File: config.mk
export PLATFORM = sky130hd
export DESIGN_NAME = instruction_fetch
export DESIGN_NICKNAME = d
export VERILOG_FILES = /design/src/rtl/riscv_fetch_pkg.sv /design/src/rtl/fetch_queue.sv /design/src/rtl/instruction_fetch.sv
export SDC_FILE = /design/constraint.sdc
export NUM_CORES = 1
export LEC_CHECK = 0
export CORE_MARGIN = 2
export CORE_UTILIZATION = 30
export DETAILED_ROUTE_END_ITERATION = 10
export GPL_ROUTABILITY_DRIVEN = 0
export GPL_TIMING_DRIVEN = 0
export MAX_ROUTING_LAYER = met4
export PLACE_DENSITY = 0.57
export SLEW_MARGIN = 25
export SYNTH_ARGS = -nofsm -noshare
export SYNTH_HDL_FRONTEND = slang
export SYNTH_SLANG_ARGS = --single-unit
File: constraint.sdc
create_clock -name clk -period 5.4 [get_ports clk]
set_input_delay 0.81 -clock clk [delete_from_list [all_inputs] [get_ports clk]]
set_output_delay 0.81 -clock clk [all_outputs]
set_load 0.1 [all_outputs]
File: src/rtl/riscv_fetch_pkg.sv
// Shared fetch-stage types and constants: instruction/PC widths and the queued entry.
package riscv_fetch_pkg;

    localparam int INSTR_W = 32;
    localparam int XLEN    = 32;
    localparam logic [INSTR_W-1:0] NOP_INSTR = 32'h00000013;

    typedef struct packed {
        logic [INSTR_W-1:0] instr;
        logic [XLEN-1:0]    pc;
    } fetch_entry_t;

    // Instruction addresses are word aligned; the low two bits are dropped.
    function automatic logic [XLEN-1:0] align_pc(input logic [XLEN-1:0] pc);
        align_pc = {pc[XLEN-1:2], 2'b00};
    endfunction

endpackage

File: src/rtl/fetch_queue.sv
// Synchronous FIFO of fetch entries with modulo-DEPTH pointers and an occupancy count.
module fetch_queue
    import riscv_fetch_pkg::*;
#(
    parameter int DEPTH = 4,
    localparam int PW = (DEPTH > 1) ? $clog2(DEPTH) : 1,
    localparam int CW = $clog2(DEPTH + 1)
) (
    input  logic          clk,
    input  logic          clr_n,
    input  logic          enq,
    input  fetch_entry_t  enq_entry,
    input  logic          deq,
    output fetch_entry_t  head,
    output logic          empty,
    output logic [CW-1:0] count
);

    fetch_entry_t  mem_r [DEPTH];
    logic [PW-1:0] rd_ptr_r;
    logic [PW-1:0] wr_ptr_r;
    logic [CW-1:0] count_r;
    logic          enq_s;
    logic          deq_s;

    function automatic logic [PW-1:0] ptr_next(input logic [PW-1:0] p);
        if (p == PW'(DEPTH - 1)) begin
            ptr_next = '0;
        end else begin
            ptr_next = p + PW'(1);
        end
    endfunction

    // Guard both ports so a misbehaving producer/consumer cannot corrupt occupancy.
    always_comb begin
        deq_s = deq && (count_r != '0);
        enq_s = enq && ((count_r != CW'(DEPTH)) || deq_s);
    end

    // Storage, pointers and count; clear empties the queue and zeroes the head.
    always_ff @(posedge clk) begin
        if (!clr_n) begin
            rd_ptr_r <= '0;
            wr_ptr_r <= '0;
            count_r  <= '0;
            for (int i = 0; i < DEPTH; i++) begin
                mem_r[i] <= '0;
            end
        end else begin
            if (enq_s) begin
                mem_r[wr_ptr_r] <= enq_entry;
                wr_ptr_r        <= ptr_next(wr_ptr_r);
            end
            if (deq_s) begin
                rd_ptr_r <= ptr_next(rd_ptr_r);
            end
            count_r <= count_r + CW'(enq_s) - CW'(deq_s);
        end
    end

    assign head  = mem_r[rd_ptr_r];
    assign empty = (count_r == '0);
    assign count = count_r;

endmodule

File: src/rtl/instruction_fetch.sv
// Fetch stage: issues PCs to instruction memory, queues responses, feeds decode.
// Optional same-cycle response bypass: INSTRUCTION_FETCH_BYPASS_EN.
module instruction_fetch
    import riscv_fetch_pkg::*;
#(
    parameter int               DEPTH     = 4,
    parameter logic [XLEN-1:0]  RESET_PC  = 32'h0,
    parameter int               MEM_BYTES = 1024
) (
    input  logic               clk,
    input  logic               rstn,
    output logic [XLEN-1:0]    imem_pc,
    input  logic [INSTR_W-1:0] imem_instr,
    input  logic               imem_stop,
    input  logic               redirect_valid,
    input  logic [XLEN-1:0]    redirect_pc,
    output logic               out_valid,
    input  logic               out_ready,
    output logic [INSTR_W-1:0] out_instr,
    output logic [XLEN-1:0]    out_pc,
    output logic               halted
);

    localparam int CW = $clog2(DEPTH + 1);
    localparam logic [XLEN-1:0] MEM_LIMIT = XLEN'(MEM_BYTES);

    logic [XLEN-1:0] fetch_pc_r;
    logic            issued_r;
    logic [XLEN-1:0] issued_pc_r;
    logic            halted_r;

    fetch_entry_t    q_head_s;
    fetch_entry_t    resp_entry_s;
    fetch_entry_t    out_entry_s;
    logic            q_empty_s;
    logic [CW-1:0]   q_count_s;
    logic            q_clr_n_s;
    logic            q_enq_s;
    logic            q_deq_s;
    logic            in_range_s;
    logic            stop_now_s;
    logic            resp_ok_s;
    logic            bypass_s;
    logic            deq_s;
    logic            issue_s;
    logic            unused_s;

    assign unused_s = ^redirect_pc[1:0];

    // Response routing, handshake and issue credit.
    always_comb begin
        in_range_s   = (fetch_pc_r < MEM_LIMIT);
        stop_now_s   = issued_r && imem_stop;
        resp_ok_s    = issued_r && !imem_stop && !redirect_valid;
        resp_entry_s = '{instr: imem_instr, pc: issued_pc_r};
`ifdef INSTRUCTION_FETCH_BYPASS_EN
        bypass_s     = q_empty_s && resp_ok_s;
`else
        bypass_s     = 1'b0;
`endif
        if (bypass_s) begin
            out_entry_s = resp_entry_s;
        end else begin
            out_entry_s = q_head_s;
        end
        out_valid = !q_empty_s || bypass_s;
        deq_s     = out_valid && out_ready;
        q_deq_s   = out_ready && !q_empty_s;
        q_enq_s   = resp_ok_s && !(bypass_s && out_ready);
        q_clr_n_s = rstn && !redirect_valid;
        // A stop word arriving this cycle blocks the next issue so nothing past it is fetched.
        issue_s   = !halted_r && !redirect_valid && !stop_now_s && in_range_s &&
                    ((int'(q_count_s) + int'(issued_r)) < (DEPTH + int'(deq_s)));
    end

    // Fetch PC, in-flight tracking and halt state; redirect overrides everything.
    always_ff @(posedge clk) begin
        if (!rstn) begin
            fetch_pc_r  <= RESET_PC;
            issued_r    <= 1'b0;
            issued_pc_r <= '0;
            halted_r    <= 1'b0;
        end else if (redirect_valid) begin
            fetch_pc_r <= align_pc(redirect_pc);
            issued_r   <= 1'b0;
            halted_r   <= 1'b0;
        end else begin
            issued_r <= issue_s;
            if (issue_s) begin
                issued_pc_r <= fetch_pc_r;
                fetch_pc_r  <= fetch_pc_r + 32'd4;
            end
            if (stop_now_s || (!issued_r && !in_range_s)) begin
                halted_r <= 1'b1;
            end
        end
    end

    fetch_queue #(.DEPTH(DEPTH)) u_queue (
        .clk       (clk),
        .clr_n     (q_clr_n_s),
        .enq       (q_enq_s),
        .enq_entry (resp_entry_s),
        .deq       (q_deq_s),
        .head      (q_head_s),
        .empty     (q_empty_s),
        .count     (q_count_s)
    );

    assign imem_pc   = fetch_pc_r;
    assign out_instr = out_entry_s.instr;
    assign out_pc    = out_entry_s.pc;
    assign halted    = halted_r;

endmodule

==> results of run 1 <==
[cells by family after synthesis]
kind of cell,synth area share
and+or+nand+nor,0.1643
DFF,0.6603
muxes,0.1293
buffers and inverters,0.02264
AOI/OAI and AO/OA,0.01286
adders and majority gates,0.008944
xor gates and xnor gates,0.001305
other,0.0002792
[cells in the final DEF (no fill, tap or decap), types with 34 or more instances in the layout]
| cell type | n |
|---|---|
| sky130_fd_sc_hd__edfxtp_1 | 248 |
| sky130_fd_sc_hd__and2_1 | 188 |
| sky130_fd_sc_hd__clkdlybuf4s50_1 | 157 |
| sky130_fd_sc_hd__and3_1 | 84 |
| sky130_fd_sc_hd__dfxtp_1 | 71 |
| sky130_fd_sc_hd__mux4_2 | 62 |
| sky130_fd_sc_hd__clkbuf_1 | 61 |
| sky130_fd_sc_hd__clkbuf_16 | 41 |
| sky130_fd_sc_hd__nor2_1 | 38 |
| sky130_fd_sc_hd__mux2i_1 | 34 |
[Yosys cell counts (3+ instances only)]
| master | count |
|---|---|
| sky130_fd_sc_hd__edfxtp_1 | 248 |
| sky130_fd_sc_hd__and3b_1 | 5 |
| sky130_fd_sc_hd__mux4_2 | 62 |
| sky130_fd_sc_hd__nand3_1 | 3 |
| sky130_fd_sc_hd__and2_1 | 188 |
| sky130_fd_sc_hd__o2bb2a_1 | 4 |
| sky130_fd_sc_hd__nand2b_1 | 5 |
| sky130_fd_sc_hd__and3_1 | 84 |
| sky130_fd_sc_hd__dfxtp_1 | 71 |
| sky130_fd_sc_hd__or3_1 | 4 |
| sky130_fd_sc_hd__o21ai_0 | 4 |
| sky130_fd_sc_hd__a31oi_1 | 3 |
| sky130_fd_sc_hd__buf_2 | 9 |
| sky130_fd_sc_hd__nand2_1 | 13 |
| sky130_fd_sc_hd__mux2i_1 | 34 |
| sky130_fd_sc_hd__nor4_1 | 5 |
| sky130_fd_sc_hd__buf_4 | 4 |
| sky130_fd_sc_hd__nand3b_1 | 5 |
| sky130_fd_sc_hd__ha_1 | 8 |
| sky130_fd_sc_hd__clkbuf_1 | 52 |
| sky130_fd_sc_hd__inv_1 | 6 |
| sky130_fd_sc_hd__nor2_1 | 38 |
| sky130_fd_sc_hd__o31a_1 | 3 |
| sky130_fd_sc_hd__a21oi_1 | 6 |
[worst min-delay path: stages, from the launching register on]
cell,delay [ns]
sky130_fd_sc_hd__dfxtp_1,0.33
sky130_fd_sc_hd__inv_1,0.06
sky130_fd_sc_hd__a21oi_1,0.05
[power groups by stage]
stage	sequential, mW	combinational (mW)	clock, mW
after floorplan	2.91	0.280	0
after global placement	2.83	0.563	0
after detailed placement	2.82	0.574	0
after CTS	2.77	0.576	2.69
after global routing	2.78	0.591	2.78
final	2.77	0.567	2.62
[state kept, by name, indices dropped and copies added (netlist names), named ones only]
name,count
u_queue.mem_r,248
imem_pc,30
issued_pc_r,30
u_queue.count,3
u_queue.rd_ptr_r,2
u_queue.wr_ptr_r,2
halted,1
issued_r,1
[metal layers]
layer,GRT usage,share of wire,up-vias
met4,0.03885,0.020,0
met2,0.2397,0.47,197
met1,0.1858,0.45,3873
met3,0.03735,0.058,51
met5,-,0,-
li1,-,-,3715
[metrics by stage]
step                hold WS, ns  instances  TNS [ns]
finish                   0.4854       1717         0
global route             0.5280       1717         0
CTS                      0.4796       1717         0
detailed placement       0.4648       1647         0
global placement         0.4548       1643   -204.54
floorplan                0.4821        892         0
[worst max-delay path by stage]
stage | cells past startpoint | slack, ns | startpoint | end
finish | 4 | 1.08 | flip-flop | out_pc[10]
global route | 4 | 0.93 | flip-flop | out_pc[7]
CTS | 4 | 0.97 | flip-flop | out_pc[10]
detailed placement | 7 | 0.98 | out_ready | u_queue.mem_r[0][17]
global placement | 6 | -1.09 | rstn | u_queue.mem_r[0][19]
floorplan | 7 | 1.56 | rstn | u_queue.mem_r[1][10]
[final cells by class]
type / count / area [sq um]
multi-input combinational: 499 / 4299
sequential: 319 / 8869
clock buffer: 51 / 1074
buffer: 67 / 277.8
tap: 592 / 740.7
inverter: 7 / 26.28
fill: 4153 / 27060
clock inverter: 19 / 210.2
timing repair buffer: 163 / 1669
==> out/metrics.yaml, run 1 <==
initial_antenna_violation_count: 0
critical_path.slowest_cell: "sky130_fd_sc_hd__clkdlybuf4s50_1"
worst_slew_margin_rel: 0.2502
cts_htree_levels: 2
wl_per_cell_um: 19.29
comb_power_share: 0.095
layout_cells_sized_above_1: 0.1324
status: "complete, no violations"
layout.cell_area.non_filler_sq_mm: 0.01717
die-width_um: 215.6
path_max_fanout: 10
tightest_slew_ns: 1.121
initial_utilization: 0.3037
timing.hold.worst_endpoint: "halted"
setup_viol_count_final: 0
io_pins: 167
finalWorstSetupSlack_ns: 1.078
internal_power_mw: 4.488
power.leakage_nw: 6.685
count_of_flip_flops_with_a_built_in_enable_after_synthesis: 248
place_hpwl_mm: 20.65
worst_skew_pair.late_latency_ns: 0.54
min_delay_src: "halted"
drtAntennaViolNets: 0
cell_breakdown_of_the_critical_path: "buf_1, clkbuf_1, mux4_2, clkdlybuf4s50_1"
worst_r2r_path_depth: 6
drt_drc_violations_left: 0
hold_depth: 2
power_mw: 5.958
fin_util: 0.3882
fraction_of_registers_with_async_set_reset: 0
switching_power_mw: 1.470
die-area_sq_mm: 0.04648
drt-vias-per-instance: 4.564
clock_sink_count: 319
drt-initial-drc-count: 427
grt_pass1_vias: 8372
slew_viol_final: 0
vert_die_dim_um: 215.6
cts.hold.buffers_added: 0
post_cts_setup_buffer_count: 0
placement.io_buffers: 159
placeableCoreArea_sq_mm: 0.04422
cts-buffers-inserted: 38
pre_cts_ws_ns: 0.9843
grt.total_usage: 0.1482
yosysTopAreaCell: "sky130_fd_sc_hd__edfxtp_1"
setup_repair_after_global_routing_missed_its_margin: "no"
hold_violations: 0
max_stage_delay_ns: 1.23
worstPathArrival_ns: 3.51
power.density_mw_per_mm2: 347.1
clock-skew-final_ns: 0.01206
clockBufferDepth: 3
grt.overflow.total: 0
maximum_number_of_pins_on_one_net_before_global_route_repair: 39
critPathRequiredTime_ns: 4.59
cts_tree: "yes"
route.final.wire_length_mm: 33.12
synth-main-ff-cell: "sky130_fd_sc_hd__edfxtp_1"
power.clock.fraction: 0.440
cts-root-buf: "sky130_fd_sc_hd__clkbuf_16"
postPlaceCellArea_sq_mm: 0.01589
switching_share: 0.2467
yosys_warnings: 0
critical-path-top-delay-family: "buffers and inverters"
crit_path_start_kind: "flip-flop"
worstSetupPathType: "flip-flop to output port"
netlist_instances: 889
finalCriticalPeriod_ns: 4.322
fp-row-count: 77
min-delay-path-class: "flip-flop to flip-flop"
worst_r2r_endpoint: "u_queue.mem_r[0][21]"
vdd.ir_drop.worst_uv: 195.5
post_synth_num_cell_types: 45
post-synth-top-area-fraction: 0.5545
nets: 1173
yosysSeqAreaShare: 0.6603
postSynthAreaPerCell_sq_um: 15.11
ys_seq_elements: 319
firstDrtPassIters: 7
crit-reg2reg-launch: "u_queue.count[1]"
yosys-top-cells-area: "sky130_fd_sc_hd__edfxtp_1 (55%), sky130_fd_sc_hd__dfxtp_1 (11%), sky130_fd_sc_hd__mux4_2 (10%)"
total_number_of_vias: 7836
clk_pin_slew_ns: 0.06
syn2layout_area_growth_pct: 27.81
maxClockFrequency_mhz: 231.4
syn_area_sq_mm: 0.01343
worst_setup_path_end_kind: "output port"
timing.critical_path.buf_inv: 3
share_seq_of_total_power: 0.465
n_antenna_cell: 0
r2r_setup_slack_ns: 2.04
wire_length_of_the_first_global_routing_pass_mm: 50.65
min_period_over_period: 0.8004
postCtsResizedCells: 0
max_cap_viol_count: 0
(Power assumes the default switching activity.)
==> run 2: changes to the inputs <==
- PLACE_DENSITY: 0.57 -> 0.59
- clock period: 5.4 -> 3.9 ns (I/O delays scaled with it)
==> run 2 against run 1 <==
Die area unchanged. First-iteration DRC count shrank 6.1%. Critical path depth stayed put. Final cell count is 0.17% lower. Global-route usage decreased by 0.22 points. Critical path type unchanged.
==> out/metrics.yaml, run 2 (synthesis results as in run 1) <==
total_number_of_vias: 7857  # +0.27%
maximum_number_of_pins_on_one_net_before_global_route_repair: 41  # +5.1%
power.density_mw_per_mm2: 465.7  # +34%
layout.cells.most_common_list: "sky130_fd_sc_hd__edfxtp_1 (248), sky130_fd_sc_hd__and2_1 (188), sky130_fd_sc_hd__clkdlybuf4s50_1 (99)"
firstDrtPassIters: 4  # -3
worst_slew_margin_rel: 0.2841  # +0.03392
layout_cells_sized_above_1: 0.1506  # +0.01818
drtAntennaViolNets: 0  # unchanged
cts-buffers-inserted: 37  # -2.6%
cell_breakdown_of_the_critical_path: "buf_1, clkbuf_1, mux4_2, dlygate4sd2_1"
critical-path-top-delay-family: "buffers and inverters"
setup_repair_after_global_routing_missed_its_margin: "no"
hold_violations: 0  # unchanged
tightest_slew_ns: 1.071  # -0.05072 ns
place_hpwl_mm: 20.44  # -0.98%
switching_share: 0.2525  # +0.005780
power_mw: 7.849  # +32%
nets: 1172  # -0.085%
grt.overflow.total: 0  # unchanged
fp-row-count: 77  # unchanged
clock-skew-final_ns: 0.02174  # +0.009682 ns
wl_per_cell_um: 18.84  # -2.3%
post_cts_setup_buffer_count: 0  # unchanged
critical_path_cell_count: 4  # unchanged
drt-vias-per-instance: 4.584  # +0.44%
grt.total_usage: 0.1460  # -0.002202
worst_r2r_endpoint: "u_queue.mem_r[0][33]"
share_seq_of_total_power: 0.488  # +0.023
placeableCoreArea_sq_mm: 0.04422  # unchanged
route.final.wire_length_mm: 32.29  # -2.5%
min-delay-path-class: "flip-flop to flip-flop"
io_pins: 167  # unchanged
slew_viol_final: 0  # unchanged
layout.cell_area.non_filler_sq_mm: 0.01685  # -1.8%
timing.critical_path.buf_inv: 3  # unchanged
timing.hold.worst_endpoint: "halted"
critPathRequiredTime_ns: 3.31  # -1.28 ns
drt_drc_violations_left: 0  # unchanged
initial_utilization: 0.3037  # unchanged
crit_path_start_kind: "flip-flop"
n_antenna_cell: 0  # unchanged
status: "complete, no violations"
grt_pass1_vias: 8448  # +0.91%
power.clock.fraction: 0.415  # -0.025
finalCriticalPeriod_ns: 3.674
filler_cell_count: 4153  # unchanged
comb_power_share: 0.097  # +0.002
crit-reg2reg-launch: "u_queue.count[1]"
worstPathArrival_ns: 3.09  # -0.42 ns
die-area_sq_mm: 0.04648  # unchanged
flip_flop_count_of_the_largest_register_after_layout: 248  # unchanged
hold_depth: 2  # unchanged
initial_antenna_violation_count: 0  # unchanged
internal_power_mw: 5.867  # +31%
setup_viol_count_final: 0  # unchanged
clockBufferDepth: 3  # unchanged
vert_die_dim_um: 215.6  # unchanged
final_common_cell: "sky130_fd_sc_hd__edfxtp_1"
clock_sink_count: 319  # unchanged
worst_skew_pair.late_latency_ns: 0.53  # about the same
clk_pin_slew_ns: 0.06  # about the same
cts_htree_levels: 2  # unchanged
dpl.cell_count: 1647  # unchanged
max_cap_viol_count: 0  # unchanged
min_delay_src: "halted"
cts-root-buf: "sky130_fd_sc_hd__clkbuf_16"
instances_no_fill: 1714  # -0.17%
postPlaceCellArea_sq_mm: 0.01589  # about the same
worst_setup_path_end_kind: "output port"
min_period_over_period: 0.9419
switching_power_mw: 1.982  # +35%
max_stage_delay_ns: 0.86  # -0.37 ns
placement.io_buffers: 159  # unchanged
die-width_um: 215.6  # unchanged
worst_r2r_path_depth: 6  # unchanged
r2r_setup_slack_ns: 0.47  # -1.57 ns
power.leakage_nw: 6.762  # +1.2%
critical_path.slowest_cell: "sky130_fd_sc_hd__dlygate4sd2_1"
drt-initial-drc-count: 401  # -6.1%
worstSetupPathType: "flip-flop to output port"
wire_length_of_the_first_global_routing_pass_mm: 50.38  # -0.53%
largest-register: "u_queue.mem_r"
syn2layout_area_growth_pct: 25.50
path_max_fanout: 10  # unchanged
maxClockFrequency_mhz: 272.2
cts_tree: "yes"
vdd.ir_drop.worst_uv: 273.0  # +40%
cts.hold.buffers_added: 0  # unchanged
==> run 2: cell types whose count changed in the layout (fill, tap and decap cells not counted), moves of 4 or more <==
| cell | change |
|---|---|
| sky130_fd_sc_hd__clkbuf_16 | -4 |
| sky130_fd_sc_hd__clkbuf_2 | +23 |
| sky130_fd_sc_hd__clkdlybuf4s50_1 | -58 |
| sky130_fd_sc_hd__dlygate4sd2_1 | +34 |
==> run 2: worst max-delay path by stage <==
| stage | startpoint | to | slack (ns) |
|---|---|---|---|
| 6_report | flip-flop | out_instr[19] | 0.23 |
| 5_1_grt | flip-flop | out_pc[29] | 0.002 |
| 4_1_cts | flip-flop | out_pc[4] | -0.009 |
| 3_5_place_dp | rstn | u_queue.mem_r[0][32] | -0.35 |
| 3_3_place_gp | rstn | u_queue.mem_r[0][26] | -2.44 |
| 2_1_floorplan | rstn | u_queue.mem_r[1][10] | 0.28 |
==> run 2: power by group through the flow <==
stage          logic (mW)  clock network [mW]  registers (mW)
3_5_place_dp        0.792                   0            3.91
3_3_place_gp        0.777                   0            3.91
5_1_grt             0.792                3.48            3.85
4_1_cts             0.772                3.35            3.84
2_1_floorplan       0.388                   0            4.03
6_report            0.758                3.26            3.83
==> run 2: worst register-to-register path: cells and delay by family (launching register included) <==
| family | cells | cell delay, ns |
|---|---|---|
| buf+inv | 1 | 0.32 |
| flops | 1 | 0.47 |
| simple gates | 5 | 2.31 |
==> run 2: area by class of cell <==
type	count	area, sq um	share of cell area
plain buffers	67	277.8	0.01648
clock buffers	50	1005	0.05961
clock inverters	17	126.4	0.007498
inverters	7	26.28	0.001559
multi-input cells	499	4299	0.2551
flip-flops and latches	319	8869	0.5262
well taps	592	740.7	0.04395
repair buffers	163	1511	0.08967
==> run 2: through the flow <==
stage / hold WS, ns / TNS [ns] / worst slack, ns / utilization
after detailed placement: 0.4660 / -25.59 / -0.3535 / 0.3594
after global placement: 0.4605 / -520.31 / -2.437 / 0.3567
after floorplan: 0.4821 / 0 / 0.2838 / -
final: 0.4709 / 0 / 0.2264 / 0.3812
after global routing: 0.5131 / 0 / 0.001953 / 0.3812
after CTS: 0.4767 / -0.009371 / -0.009371 / 0.3832
==> run 2: repair_timing <==
item / in CTS / in global routing
endpoints found under the setup margin: 60 / 25
cloned: 0 / 0
pin swaps: 0 / 0
resized for setup: 60 / 49
==> run 2: per-layer routing <==
layer	global-route usage	share of wire	vias to the layer above	wire length (um)
li1	-	-	3704	-
met3	0.03030	0.049	47	1569
met2	0.2416	0.49	195	15860
met4	0.04299	0.015	0	500
met1	0.1807	0.44	3911	14360
met5	-	0	-	0
